<file path="src/rtl/lc4_br_pkg.sv">
// Shared definitions for the LC4 NZP branch unit: FSM states, BR opcode,
// and the one-hot NZP encodings with their reset value.
package lc4_br_pkg;

    typedef enum logic [1:0] {
        ST_IDLE    = 2'd0,
        ST_WAIT    = 2'd1,
        ST_RESOLVE = 2'd2
    } br_state_t;

    localparam logic [3:0] OPC_BR    = 4'h0;
    localparam logic [2:0] NZP_N     = 3'b100;
    localparam logic [2:0] NZP_Z     = 3'b010;
    localparam logic [2:0] NZP_P     = 3'b001;
    localparam logic [2:0] NZP_RESET = NZP_Z;

endpackage

</file>
<file path="src/rtl/lc4_nzp_gen.sv">
// Maps a 16-bit two's-complement result onto the one-hot LC4 NZP code.
module lc4_nzp_gen
    import lc4_br_pkg::*;
(
    input  logic [15:0] result,
    output logic [2:0]  nzp
);

    always_comb begin
        if (result[15])
            nzp = NZP_N;
        else if (result == 16'h0000)
            nzp = NZP_Z;
        else
            nzp = NZP_P;
    end

endmodule

</file>
<file path="src/rtl/lc4_nzp_branch_unit.sv">
// LC4 NZP tracker and BR resolver with a pending-writer scoreboard.
// Optional statistics counters are enabled by defining LC4_BR_STATS_EN.
module lc4_nzp_branch_unit
    import lc4_br_pkg::*;
#(
    parameter int unsigned MAX_PENDING = 7,
    localparam int unsigned W = $clog2(MAX_PENDING + 1)
) (
    input  logic         clk,
    input  logic         rst_n,
    input  logic         i_issue_valid,
    output logic         o_issue_stall,
    input  logic         i_wb_valid,
    input  logic         i_wb_nzp_we,
    input  logic [15:0]  i_wb_result,
    input  logic         i_br_valid,
    output logic         o_br_ready,
    input  logic [15:0]  i_br_insn,
    input  logic [15:0]  i_br_pc,
    output logic         o_redirect_valid,
    output logic         o_redirect_taken,
    output logic [15:0]  o_redirect_pc,
    output logic [2:0]   o_nzp,
    output logic [W-1:0] o_pending,
    output logic         o_err
`ifdef LC4_BR_STATS_EN
    ,
    output logic [15:0]  o_stat_resolved,
    output logic [15:0]  o_stat_taken
`endif
);

    localparam logic [W-1:0] PEND_MAX = W'(MAX_PENDING);

    br_state_t   state;
    logic [2:0]  nzp;
    logic [2:0]  wb_nzp;
    logic [W-1:0] pending;
    logic [W-1:0] pending_next;
    logic        pend_err;
    logic        err;
    logic [15:0] br_insn;
    logic [15:0] br_pc;
    logic        wb_write;
    logic        resolving;
    logic        br_taken;
    logic [15:0] seq_pc;
    logic [15:0] target_pc;

    lc4_nzp_gen u_nzp_gen (
        .result (i_wb_result),
        .nzp    (wb_nzp)
    );

    assign wb_write = i_wb_valid & i_wb_nzp_we;

    // Simultaneous issue and writeback cancel, so neither boundary check applies.
    always_comb begin
        pending_next = pending;
        pend_err     = 1'b0;
        if (i_issue_valid && !wb_write) begin
            if (pending == PEND_MAX)
                pend_err = 1'b1;
            else
                pending_next = pending + 1'b1;
        end else if (!i_issue_valid && wb_write) begin
            if (pending == '0)
                pend_err = 1'b1;
            else
                pending_next = pending - 1'b1;
        end
    end

    always_ff @(posedge clk or negedge rst_n) begin
        if (!rst_n) begin
            nzp     <= NZP_RESET;
            pending <= '0;
            err     <= 1'b0;
        end else begin
            if (wb_write)
                nzp <= wb_nzp;
            pending <= pending_next;
            if (pend_err)
                err <= 1'b1;
        end
    end

    always_ff @(posedge clk or negedge rst_n) begin
        if (!rst_n) begin
            state   <= ST_IDLE;
            br_insn <= '0;
            br_pc   <= '0;
        end else begin
            case (state)
                ST_IDLE: begin
                    if (i_br_valid) begin
                        br_insn <= i_br_insn;
                        br_pc   <= i_br_pc;
                        state   <= (pending_next == '0) ? ST_RESOLVE : ST_WAIT;
                    end
                end
                ST_WAIT: begin
                    if (pending_next == '0)
                        state <= ST_RESOLVE;
                end
                ST_RESOLVE: state <= ST_IDLE;
                default:    state <= ST_IDLE;
            endcase
        end
    end

    // Resolution reads NZP in the RESOLVE cycle, so a writeback on the accept edge is seen.
    assign resolving = (state == ST_RESOLVE);
    assign br_taken  = (br_insn[15:12] == OPC_BR) && |(br_insn[11:9] & nzp);
    assign seq_pc    = br_pc + 16'd1;
    assign target_pc = seq_pc + {{7{br_insn[8]}}, br_insn[8:0]};

    assign o_redirect_valid = resolving;
    assign o_redirect_taken = resolving & br_taken;
    assign o_redirect_pc    = resolving ? (br_taken ? target_pc : seq_pc) : '0;
    assign o_br_ready       = (state == ST_IDLE);
    assign o_issue_stall    = (pending == PEND_MAX);
    assign o_nzp            = nzp;
    assign o_pending        = pending;
    assign o_err            = err;

`ifdef LC4_BR_STATS_EN
    logic [15:0] stat_resolved;
    logic [15:0] stat_taken;

    always_ff @(posedge clk or negedge rst_n) begin
        if (!rst_n) begin
            stat_resolved <= '0;
            stat_taken    <= '0;
        end else if (resolving) begin
            stat_resolved <= stat_resolved + 16'd1;
            if (br_taken)
                stat_taken <= stat_taken + 16'd1;
        end
    end

    assign o_stat_resolved = stat_resolved;
    assign o_stat_taken    = stat_taken;
`endif

endmodule

</file>
<file path="config.mk">
export PLATFORM = sky130hd
export DESIGN_NAME = lc4_nzp_branch_unit
export DESIGN_NICKNAME = d
export VERILOG_FILES = /design/src/rtl/lc4_br_pkg.sv /design/src/rtl/lc4_nzp_gen.sv /design/src/rtl/lc4_nzp_branch_unit.sv
export SDC_FILE = /design/constraint.sdc
export NUM_CORES = 1
export LEC_CHECK = 0
export ABC_AREA = 1
export CAP_MARGIN = 10
export CORE_MARGIN = 2
export CORE_UTILIZATION = 52
export CTS_BUF_LIST = sky130_fd_sc_hd__clkbuf_8
export DETAILED_ROUTE_END_ITERATION = 12
export GPL_TIMING_DRIVEN = 0
export PLACE_DENSITY = 0.84
export SYNTH_ARGS = -nofsm -noshare
export SYNTH_HDL_FRONTEND = slang
export SYNTH_SLANG_ARGS = --single-unit
</file>
<file path="constraint.sdc">
create_clock -name clk -period 3.4 [get_ports clk]
set_input_delay 0.68 -clock clk [delete_from_list [all_inputs] [get_ports clk]]
set_output_delay 0.68 -clock clk [all_outputs]
set_load 0.05 [all_outputs]
</file>
==> results.txt, run 1 <==
- Global-route wire length before repair: ~15000 um
* Number of top-level pins: between 80 and 90
* RSZ-0062 raised after global routing: true
- For this design the static power due to leakage is about 0.0023 uW.
- Number of global-route vias before repair: about 3300
* Number of buffers added by the clock tree synthesis step: 5
- Once detail routing completed, the nets flagged for antenna violations numbered 0.
* Final Instance Area: between 4000 and 5000 um^2
- Sort of element at the start of the critical path: register
- Clock skew on the completed layout was measured at 0.00748 ns.
- The worst-case IR drop observed on VDD is 0.764 mV.
- DRC violations left: 0
* Final count of pins violating max slew: 0
- After the last flow step, the layout net total stands at around 640.
- Maximum number of pins on one net before global-route repair: 42
- The longest clock path from root to sink contains 2 buffers.
- Proportion of power drawn by the clock network: 0.078
- Maximum achievable frequency: between 0.2 and 0.3 GHz
- Setup violations remaining at the end of the flow were counted as 10.
- The path class of the tightest hold or removal check is reg2reg.
* Type of the worst setup path: reg2out
* Die outline area: roughly 7000 um^2
* Global route overflow: 0
- DR pass1 iterations: 4
- After detailed routing, the average wire length per cell comes to between 10 and 15 um.
- Using the TritonRoute via totals, the vias-per-cell ratio works out to roughly 5.3.
- In this run the clock root is driven by a sky130_fd_sc_hd__clkbuf_8.
- Excluding fillers, the count of instances in the completed layout stands at between 600 and 700.
- In this run the cell area measured after placement is between 4000 and 5000 um^2.
- The completed layout was analyzed and its total power is between 5000 and 6000 uW.
- Initial Utilization: 0.528
- Net switching fraction of the power: 0.506
* Sw power: 2650 uW
- Htree depth: 2
- Measured against the total synthesized area, the mux share comes to 0.0786.
- In this run, placement finished with an instance count of between 600 and 700.
* Detailed Route WL: roughly 9000 um
- Across all setup checks in the final design, the least slack found is -0.172 ns.
* Run status: finished, violations left
* Layout overhead on the synthesized area: 46.1%
- Required time of the worst setup path: between 2 and 3 ns
- Counting the fill cells in the layout gives about 450.
- Sequential-to-total area share from yosys stat: 0.312
- Along the worst path, the maximum fanout reaches 4.
- Number of antenna violations at the first check in global routing: 0
- Buffers inserted to repair hold after CTS numbered 0.
* Combinational family with the most area after synthesis: simple AND/OR/NAND/NOR gates
- At the pin with the least slew margin, the transition time is 0.908 ns.
- Synthesis produced a netlist with a net count of between 500 and 600.
- Kind of capture point of the worst setup path: output pin
- Avg Cell Area, Syn: about 7.3 um^2
* Standard cell core area: approximately 6200 um^2
* Sequential group share of total power: 0.183
- Counting I/O delays and the setup requirement, the final critical path takes roughly 3.6 ns.
- The die is approximately 84 um tall.
- Post-DP HPWL: 6510 um
* Utilization of the core after routing: 0.772
- The internal power of the cells totals between 2000 and 3000 uW.
- Total GRT Usage: 0.256
- Count of input and output buffers: 80
- For this block, the via count after detailed routing is about 3400.
- The tool flagged a number of max-cap violations equal to 0.
- Simple-Gate Fraction of Synth Area: 0.272
- Post-synthesis compound-gate area fraction: 0.104
- Cell area power density: about 1100 nW/um^2
- Measured against its own limit, the worst slew margin works out to 0.394.
- Violations in the final reports: negative setup slack
- The die is between 80 and 90 um wide.
* Final period util: 1.05
- After routing, the total negative slack on setup checks comes to -1.00 ns.
- In the final layout, the share of cells above drive strength 1 is 0.307.
- Of the total power, combinational logic draws 0.739.
- Final number of hold-violating endpoints: 0
* Cell area after synthesis: around 3300 um^2
- In the synthesized netlist, the number of instances is roughly 450.
- Async S/R FF share, synth: 1.00
- Antenna diode count: 0
* Post-synth EDFFs: 0
- Clock tree from TritonCTS: built
- During synthesis, Yosys emitted a total of 0 warnings.
- Post-synthesis xor/xnor area fraction: 0.0444
- In this run, synthesis produced a sequential element count of roughly 40.
* Adder-cell share of the synthesized area: 0.0896
* Worst skew pair latency: 0.30 ns
- After synthesis, the netlist uses 35 different library cells.
- Number of violations reported at the end of detailed-routing iteration 0: around 120
- Most used DFF post-synth: sky130_fd_sc_hd__dfrtp_1
* Placer's final routability congestion estimate: 0.938
* Critical Path AT: a little under 3 ns
- Clock-pin slew was measured on the worst setup and hold paths at about 0.09 ns.
- The floorplan has 29 rows.
- Clock net sink count: 41
## cell families after synthesis
family,after synthesis
multiplexers,23
AND/OR/NAND/NOR,204
adder cells (fa/ha/maj),23
flip-flops,41
XOR/XNOR,15
buffers and inverters,82
AO/OA/AOI/OAI,61
## critical path, stage by stage, from the launching register on
cell	delay, ns
sky130_fd_sc_hd__dfrtp_1	0.42
sky130_fd_sc_hd__ha_2	0.21
sky130_fd_sc_hd__nand2_2	0.08
sky130_fd_sc_hd__inv_4	0.08
sky130_fd_sc_hd__nand2_4	0.07
sky130_fd_sc_hd__nor2_4	0.13
sky130_fd_sc_hd__inv_2	0.08
sky130_fd_sc_hd__nor2_4	0.12
sky130_fd_sc_hd__xor2_2	0.21
sky130_fd_sc_hd__ha_4	0.26
sky130_fd_sc_hd__nand2_2	0.07
sky130_fd_sc_hd__nand2_2	0.08
sky130_fd_sc_hd__nand2_2	0.07
sky130_fd_sc_hd__nand2_2	0.06
sky130_fd_sc_hd__nand2_1	0.08
sky130_fd_sc_hd__nand2_1	0.06
sky130_fd_sc_hd__inv_2	0.07
sky130_fd_sc_hd__nand2_4	0.05
sky130_fd_sc_hd__inv_2	0.05
sky130_fd_sc_hd__nand2_2	0.04
sky130_fd_sc_hd__nand3_2	0.07
sky130_fd_sc_hd__nand2_2	0.05
sky130_fd_sc_hd__inv_2	0.05
sky130_fd_sc_hd__buf_8	0.14
## per-stage QoR
stage                     setup slack [ns]  hold WS (ns)
after CTS                           -0.149         0.474
after floorplan                      0.279         0.384
after global placement              -0.460         0.463
final                               -0.172         0.468
after detailed placement            -0.533         0.457
after global routing                -0.369         0.513
## what timing repair did
action                                  4_1_cts  5_1_grt
endpoints found under the setup margin       13       13
resized for setup                           108       62
hold endpoints to repair                      0        0
pin swaps                                    10       29
gates cloned                                  0        0
buffers inserted                             17        7
## synth_stat cells (6+ instances only)
cell | number | area [um^2]
sky130_fd_sc_hd__nand3_1 | 31 | 155
sky130_fd_sc_hd__nand2_2 | 6 | 37.5
sky130_fd_sc_hd__mux2_2 | 23 | 259
sky130_fd_sc_hd__nand2_1 | 102 | 383
sky130_fd_sc_hd__o21ai_0 | 11 | 55.1
sky130_fd_sc_hd__dfrtp_1 | 40 | 1000
sky130_fd_sc_hd__xor2_1 | 10 | 87.6
sky130_fd_sc_hd__a21oi_1 | 29 | 145
sky130_fd_sc_hd__ha_1 | 22 | 275
sky130_fd_sc_hd__nor2_1 | 43 | 161
sky130_fd_sc_hd__inv_1 | 68 | 255
## power by group through the flow
stage | Clock, uW | Combinational [uW] | Sequential, uW
3_3_place_gp | 0 | 2740 | 924
4_1_cts | 410 | 3280 | 938
5_1_grt | 427 | 4220 | 987
6_report | 406 | 3870 | 957
3_5_place_dp | 0 | 2830 | 936
2_1_floorplan | 0 | 2120 | 965
## cells in the final DEF (no fill, tap or decap), types with 9 or more instances in the layout
cell type	count
sky130_fd_sc_hd__clkdlybuf4s50_1	65
sky130_fd_sc_hd__inv_2	12
sky130_fd_sc_hd__nand2_1	81
sky130_fd_sc_hd__buf_6	9
sky130_fd_sc_hd__ha_1	14
sky130_fd_sc_hd__dfrtp_1	40
sky130_fd_sc_hd__buf_4	28
sky130_fd_sc_hd__nor2_2	14
sky130_fd_sc_hd__nand2_2	24
sky130_fd_sc_hd__nor2_1	31
sky130_fd_sc_hd__inv_1	59
sky130_fd_sc_hd__nand3_1	24
sky130_fd_sc_hd__mux2_2	23
sky130_fd_sc_hd__a21oi_1	22
## registers in the layout (all words and copies together), names as in the netlist
signal / cells
o_nzp: 3
state: 2
o_err: 1
o_pending: 3
br_insn: 16
br_pc: 16
## final timing paths
path                                             start                       to  slack (ns)  cells after the start
min in group asynchronous                        rst_n     br_pc[7]$_DFFE_PN0P_        0.50                      1
worst min-delay path                 o_err$_DFFE_PN0P_        o_err$_DFFE_PN0P_        0.47                      2
worst max-delay path              br_pc[0]$_DFFE_PN0P_        o_redirect_pc[15]       -0.17                     23
worst max register to register  o_pending[0]$_DFF_PN0_     state[1]$_DFFE_PN0P_        1.83                      9
max in group asynchronous                        rst_n  br_insn[13]$_DFFE_PN0P_        2.34                      1
worst min register to register       o_err$_DFFE_PN0P_        o_err$_DFFE_PN0P_        0.47                      2
## per-layer routing
| metal | GRT usage | vias to the layer above | routed length (um) |
|---|---|---|---|
| li1 | - | 1669 | - |
| met3 | 0.0504 | 22 | 532 |
| met4 | 0.0938 | 0 | 236 |
| met1 | 0.298 | 1552 | 3550 |
| met2 | 0.463 | 108 | 4610 |
| met5 | 0 | - | 0 |
## layout make-up
cell class | count | area [um^2] | area share
Clock inverter | 3 | 43.8 | 0.00909
Timing Repair Buffer | 104 | 978 | 0.203
Inverter | 74 | 283 | 0.0587
Buffer | 8 | 52.6 | 0.0109
Sequential cell | 41 | 1030 | 0.213
Tap cell | 77 | 96.3 | 0.0200
Multi-Input combinational cell | 326 | 2270 | 0.471
Clock buffer | 5 | 68.8 | 0.0143
No activity file was read; power rests on OpenSTA's default activity.
==> run 2: changes to the inputs <==
--- a/config.mk
+++ b/config.mk
@@ -16,3 +16,4 @@
 export SYNTH_ARGS = -nofsm -noshare
 export SYNTH_HDL_FRONTEND = slang
+export SYNTH_HIERARCHICAL = 1
 export SYNTH_SLANG_ARGS = --single-unit
==> constraint.sdc (replaced) <==
create_clock -name clk -period 3.4 [get_ports clk]
set_input_delay 0.68 -clock clk [delete_from_list [all_inputs] [get_ports clk]]
set_output_delay 0.68 -clock clk [all_outputs]
set_load 0.01 [all_outputs]
==> run 2 against run 1 <==
Non-clock buffer count shrank 3. Critical path depth shrank 5. Largest power group unchanged. The run still ends with negative setup slack left. Count of clock-buffer cells in the layout grew 1. Critical path type unchanged. Setup slack lost 0.20 ns. Highest routed layer unchanged. Sequential power grew 1%.
==> results.txt, run 2 <==
* Required time of the worst setup path: 2.72 ns (about the same)
- Multiplexer share of the synthesized area: 0.0655 (-0.0130)
* Sort of element at the start of the critical path: register
* Start point of the critical path: br_pc[8]$_DFFE_PN0P_
- The async set-reset flop share out of synthesis is 1.00 (unchanged).
- Maximum buffer depth of the clock tree: 2 (unchanged)
- The highest achievable clock rate came to 0.265 GHz (-5.2%).
- The time the worst path needs with I/O delays and setup was 3.77 ns (+0.195 ns).
* Most used DFF post-synth: sky130_fd_sc_hd__dfrtp_1
- Leakage Power: 0.00237 uW (+2.6%)
- The floorplan row count came to 28 (-3.4%).
- The worst reg-to-reg setup slack is 1.85 ns (+0.02 ns).
* Cell family with most CP delay: simple AND/OR/NAND/NOR gates
* Mapped Nets: 537 (+2.1%)
- Final period util: 1.11 (+0.0575)
- Stages on worst setup path: 18 (-22%)
- Routed Antenna Nets: 0 (unchanged)
- Worst r2r dst: state[1]$_DFFE_PN0P_
- Walking the worst path, the cells encountered are nand2_1 -> nor3_1 -> nand2_2 -> xor2_2 -> inv_2 -> ha_4 -> nand2_2 -> a21oi_1 -> nor2_1 -> nand2_1 -> inv_1 -> nand2_1 -> inv_1 -> nand2_1 -> nand3_1 -> nand2_1 -> inv_1 -> buf_2.
- The total grt overflow is 0 (unchanged).
- Fillcell total: 422 (-6.8%)
- The number of antenna violations at the first check in global routing was 0 (unchanged).
- The fraction of the mapped netlist area in adder cells is 0.0904 (+0.000858).
* Synth area leaders: sky130_fd_sc_hd__dfrtp_1, sky130_fd_sc_hd__nand2_1, sky130_fd_sc_hd__ha_1, sky130_fd_sc_hd__inv_1, sky130_fd_sc_hd__mux2_2
* Combinational family with the most area after synthesis: simple AND/OR/NAND/NOR gates
- Among all cell types in the netlist, the one instantiated most often is sky130_fd_sc_hd__nand2_1.
* Relative contribution of combinational cells to total power: 0.735 (-0.004)
- Count of input and output buffers: 80 (unchanged)
- In the layout the commonest cells are sky130_fd_sc_hd__nand2_1, sky130_fd_sc_hd__clkdlybuf4s50_1, sky130_fd_sc_hd__inv_1.
* Placer's final routability congestion estimate: 0.967 (+3.2%)
- Setup violation total in the final timing report: 9 (-1)
- Routed wire length per instance: 15.4 um (+10%)
- From synthesis to final layout, the design area changed by 47.0%.
* Cts-stage hold buffer count: 0 (unchanged)
- The tightest min-delay check is of the in2async type.
- Avg Cell Area, Syn: 7.10 um^2 (-3.3%)
* Sw power: 2440 uW (-7.7%)
* Number of warnings reported in the yosys synthesis log: 6 (+6)
* Register cell area after layout: 1030 um^2 (+0.37%)
* Number of top-level pins: 81 (unchanged)
* Fraction of post-synthesis cell area in the top cell type by area: 0.307 (+0.00291)
- Post-DP HPWL: 6670 um (+2.4%)
- Number of buffers added by the clock tree synthesis step: 5 (unchanged)
* Total vias in the final route: 3540 (+5.6%)
- The number of sinks on the clock net is 41 (unchanged).
- Slew @ Worst Pin: 0.698 ns (-0.210 ns)
* Count of nets after finishing: 646 (+1.4%)
- The detailed-route vias per instance is 5.49 (+4.5%).
* Antenna diode count: 0 (unchanged)
* Crit-path most repeated cell: sky130_fd_sc_hd__nand2_1
- The die area is 6930 um^2 (-0.91%).
* Proportion of power drawn by the clock network: 0.067 (-0.011)
- The core utilization of the finished layout is 0.801 (+0.0295).
- CTS placed an instance of sky130_fd_sc_hd__clkbuf_8 at the clock tree root.
* Maximum number of pins on one net before global-route repair: 42 (unchanged)
* Cell area after synthesis: 3270 um^2 (-0.95%)
- Register clock-pin slew on the reported worst setup and hold paths: 0.07 ns (-0.02 ns)
- The final hold slack is 0.344 ns (-0.125 ns).
- Leading cell type in the layout, fill and taps excluded: sky130_fd_sc_hd__nand2_1
* Post-synth EDFFs: 0 (unchanged)
* Least setup slack across all paths after layout: -0.367 ns (-0.195 ns)
- The critical path is of the reg2out type.
- The delay contributed by the slowest stage of the critical path came to 0.52 ns (+0.10 ns).
- The worst-case headroom to the max-slew limit came to 0.535 (+0.140).
- The power density relative to cell area came to 1020 nW/um^2 (-5.9%).
- The effective utilization at floorplan came to 0.545 (+0.0168).
- The compound-gate portion of the synthesized area came to 0.110 (+0.00636).
- The layout cell share with drive strength beyond 1 is 0.267 (-0.0399).
* Final count of pins violating max slew: 0 (unchanged)
- The width of the chip was 83.2 um (-0.45%).
* Global-route wire length before repair: 15400 um (+4.5%)
- DR pass1 iterations: 5 (+1)
- Detailed Route WL: 9940 um (+11%)
- The synthesized design spends more area on one cell type than any other, namely sky130_fd_sc_hd__dfrtp_1.
- The post-synthesis simple-gate area fraction came to 0.286 (+0.0141).
* Total GRT Usage: 0.270 (+0.0145)
* Post-synthesis xor/xnor area fraction: 0.0375 (-0.00685)
* Max rail drop VDD: 0.739 mV (-3.3%)
* Registers with the most flip-flops: br_insn: 16 flops, br_pc: 16 flops
- The flow ran to the end, but the final reports show violations.
* Yosys cell types: 38 (+8.6%)
- On the critical path, the stage with the largest delay is an instance of sky130_fd_sc_hd__dfrtp_1.
* Standard cell core area: 5990 um^2 (-4.0%)
* Violations in the final reports: negative setup slack
* Final number of hold-violating endpoints: 0 (unchanged)
- Most instantiated cells after synthesis: sky130_fd_sc_hd__nand2_1, sky130_fd_sc_hd__inv_1, sky130_fd_sc_hd__nor2_1
- The max-capacitance violation count was 0 (unchanged).
* Sequential-to-total area share from yosys stat: 0.315 (+0.00298)
- The source-to-sink clock delay at the later pin of the worst-skew pair was 0.29 ns (about the same).
- Internal power contribution: 2460 uW (-4.7%)
- DRC violations left: 0 (unchanged)
- The first-iteration detailed-routing DRC count was 212 (+80%).
* Y dimension of the die: 83.2 um (-0.45%)
- Sequential group share of total power: 0.198 (+0.015)
- Number of global-route vias before repair: 3424 (+3.4%)
- The depth of the most critical reg-to-reg path is 9 (unchanged).
- Clock tree from TritonCTS: built
- Area occupied by multi-input gates: 2300 um^2 (+1.7%)
- Gate count after technology mapping: 460 (+2.4%)
* Setup clock skew after layout: 0.00824 ns (+0.000758 ns)
- The switching part of the total came to 0.498 (-0.00780).
- RSZ-0062 raised after global routing: true
* Worst-path maximum fanout: 6 (+2)
- The buffering stage count on the worst path with inverters included was 5 (-1).
- The data arrival time of the critical path was 3.09 ns (+0.20 ns).
- Reg-to-reg startpoint: o_pending[0]$_DFF_PN0_
- Synthesis-stage register bit count: 41 (unchanged)
- The worst setup path is captured at an output pin.
- The number of levels the H-tree was split into is 2 (unchanged).
run 2: cell count changes in the layout (fill, tap and decap cells not counted), sizes merged, moves of 3 or more:
cell / before / now
dlygate4sd2: 1 / 4
mux2: 23 / 19
a21oi: 29 / 34
nand3: 31 / 35
dlymetal6s2s: 0 / 3
nor2: 50 / 58
buf: 43 / 32
nand2: 109 / 114
nor4: 5 / 1
nand4: 4 / 1
run 2: layer usage:
layer,track usage,routed length [um],up-vias
met5,0,0,-
met4,0.115,378,0
met3,0.0537,657,37
met2,0.456,4870,168
met1,0.337,4030,1657
li1,-,-,1678
run 2: worst max-delay path by stage:
stage | slack [ns] | end
after floorplan | 0.53 | o_redirect_pc[14]
after global placement | -0.29 | o_redirect_pc[13]
after detailed placement | -0.33 | o_redirect_pc[13]
after CTS | -0.16 | o_redirect_pc[15]
after global routing | -0.42 | o_redirect_pc[15]
final | -0.37 | o_redirect_pc[15]
run 2: layout make-up:
class / instances / area share
Tap cell: 75 / 0.0195
Inverter: 73 / 0.0581
Timing Repair Buffer: 102 / 0.200
Clock inverter: 2 / 0.00235
Sequential cell: 41 / 0.215
Buffer: 7 / 0.00808
Multi-Input combinational cell: 339 / 0.480
Clock buffer: 6 / 0.0172
run 2: power by group through the flow:
stage / Clock, uW / Combinational [uW] / Sequential [uW]
after floorplan: 0 / 1920 / 873
after global placement: 0 / 2480 / 906
after CTS: 335 / 3090 / 950
after detailed placement: 0 / 2560 / 917
final: 330 / 3600 / 970
after global routing: 355 / 3910 / 995
run 2: per-stage QoR:
stage / setup TNS (ns) / total power, uW / setup slack, ns / instance area [um^2] / cells
final: -1.05 / 4900 / -0.367 / 4800 / 645
after global routing: -2.29 / 5260 / -0.419 / 4800 / 645
after CTS: -0.684 / 4380 / -0.163 / 4610 / 636
after detailed placement: -1.70 / 3480 / -0.332 / 4180 / 616
after global placement: -1.44 / 3390 / -0.294 / 4160 / 615
after floorplan: 0 / 2800 / 0.526 / 3270 / 460
run 2: repair_timing:
item / CTS / global route
endpoints found under the setup margin: 12 / 13
pin swaps: 21 / 20
resized for setup: 81 / 43
endpoints found under the hold margin: 0 / 0
buffers inserted: 12 / 10
run 2: kinds of logic (layout without fill, tap and decap cells):
family	after synthesis	after routing
xor gates and xnor gates	14	14
buffers and inverters	80	190
DFF	41	41
muxes	19	19
and+or+nand+nor	219	219
adders and majority gates	23	23
AOI/OAI and AO/OA	64	64
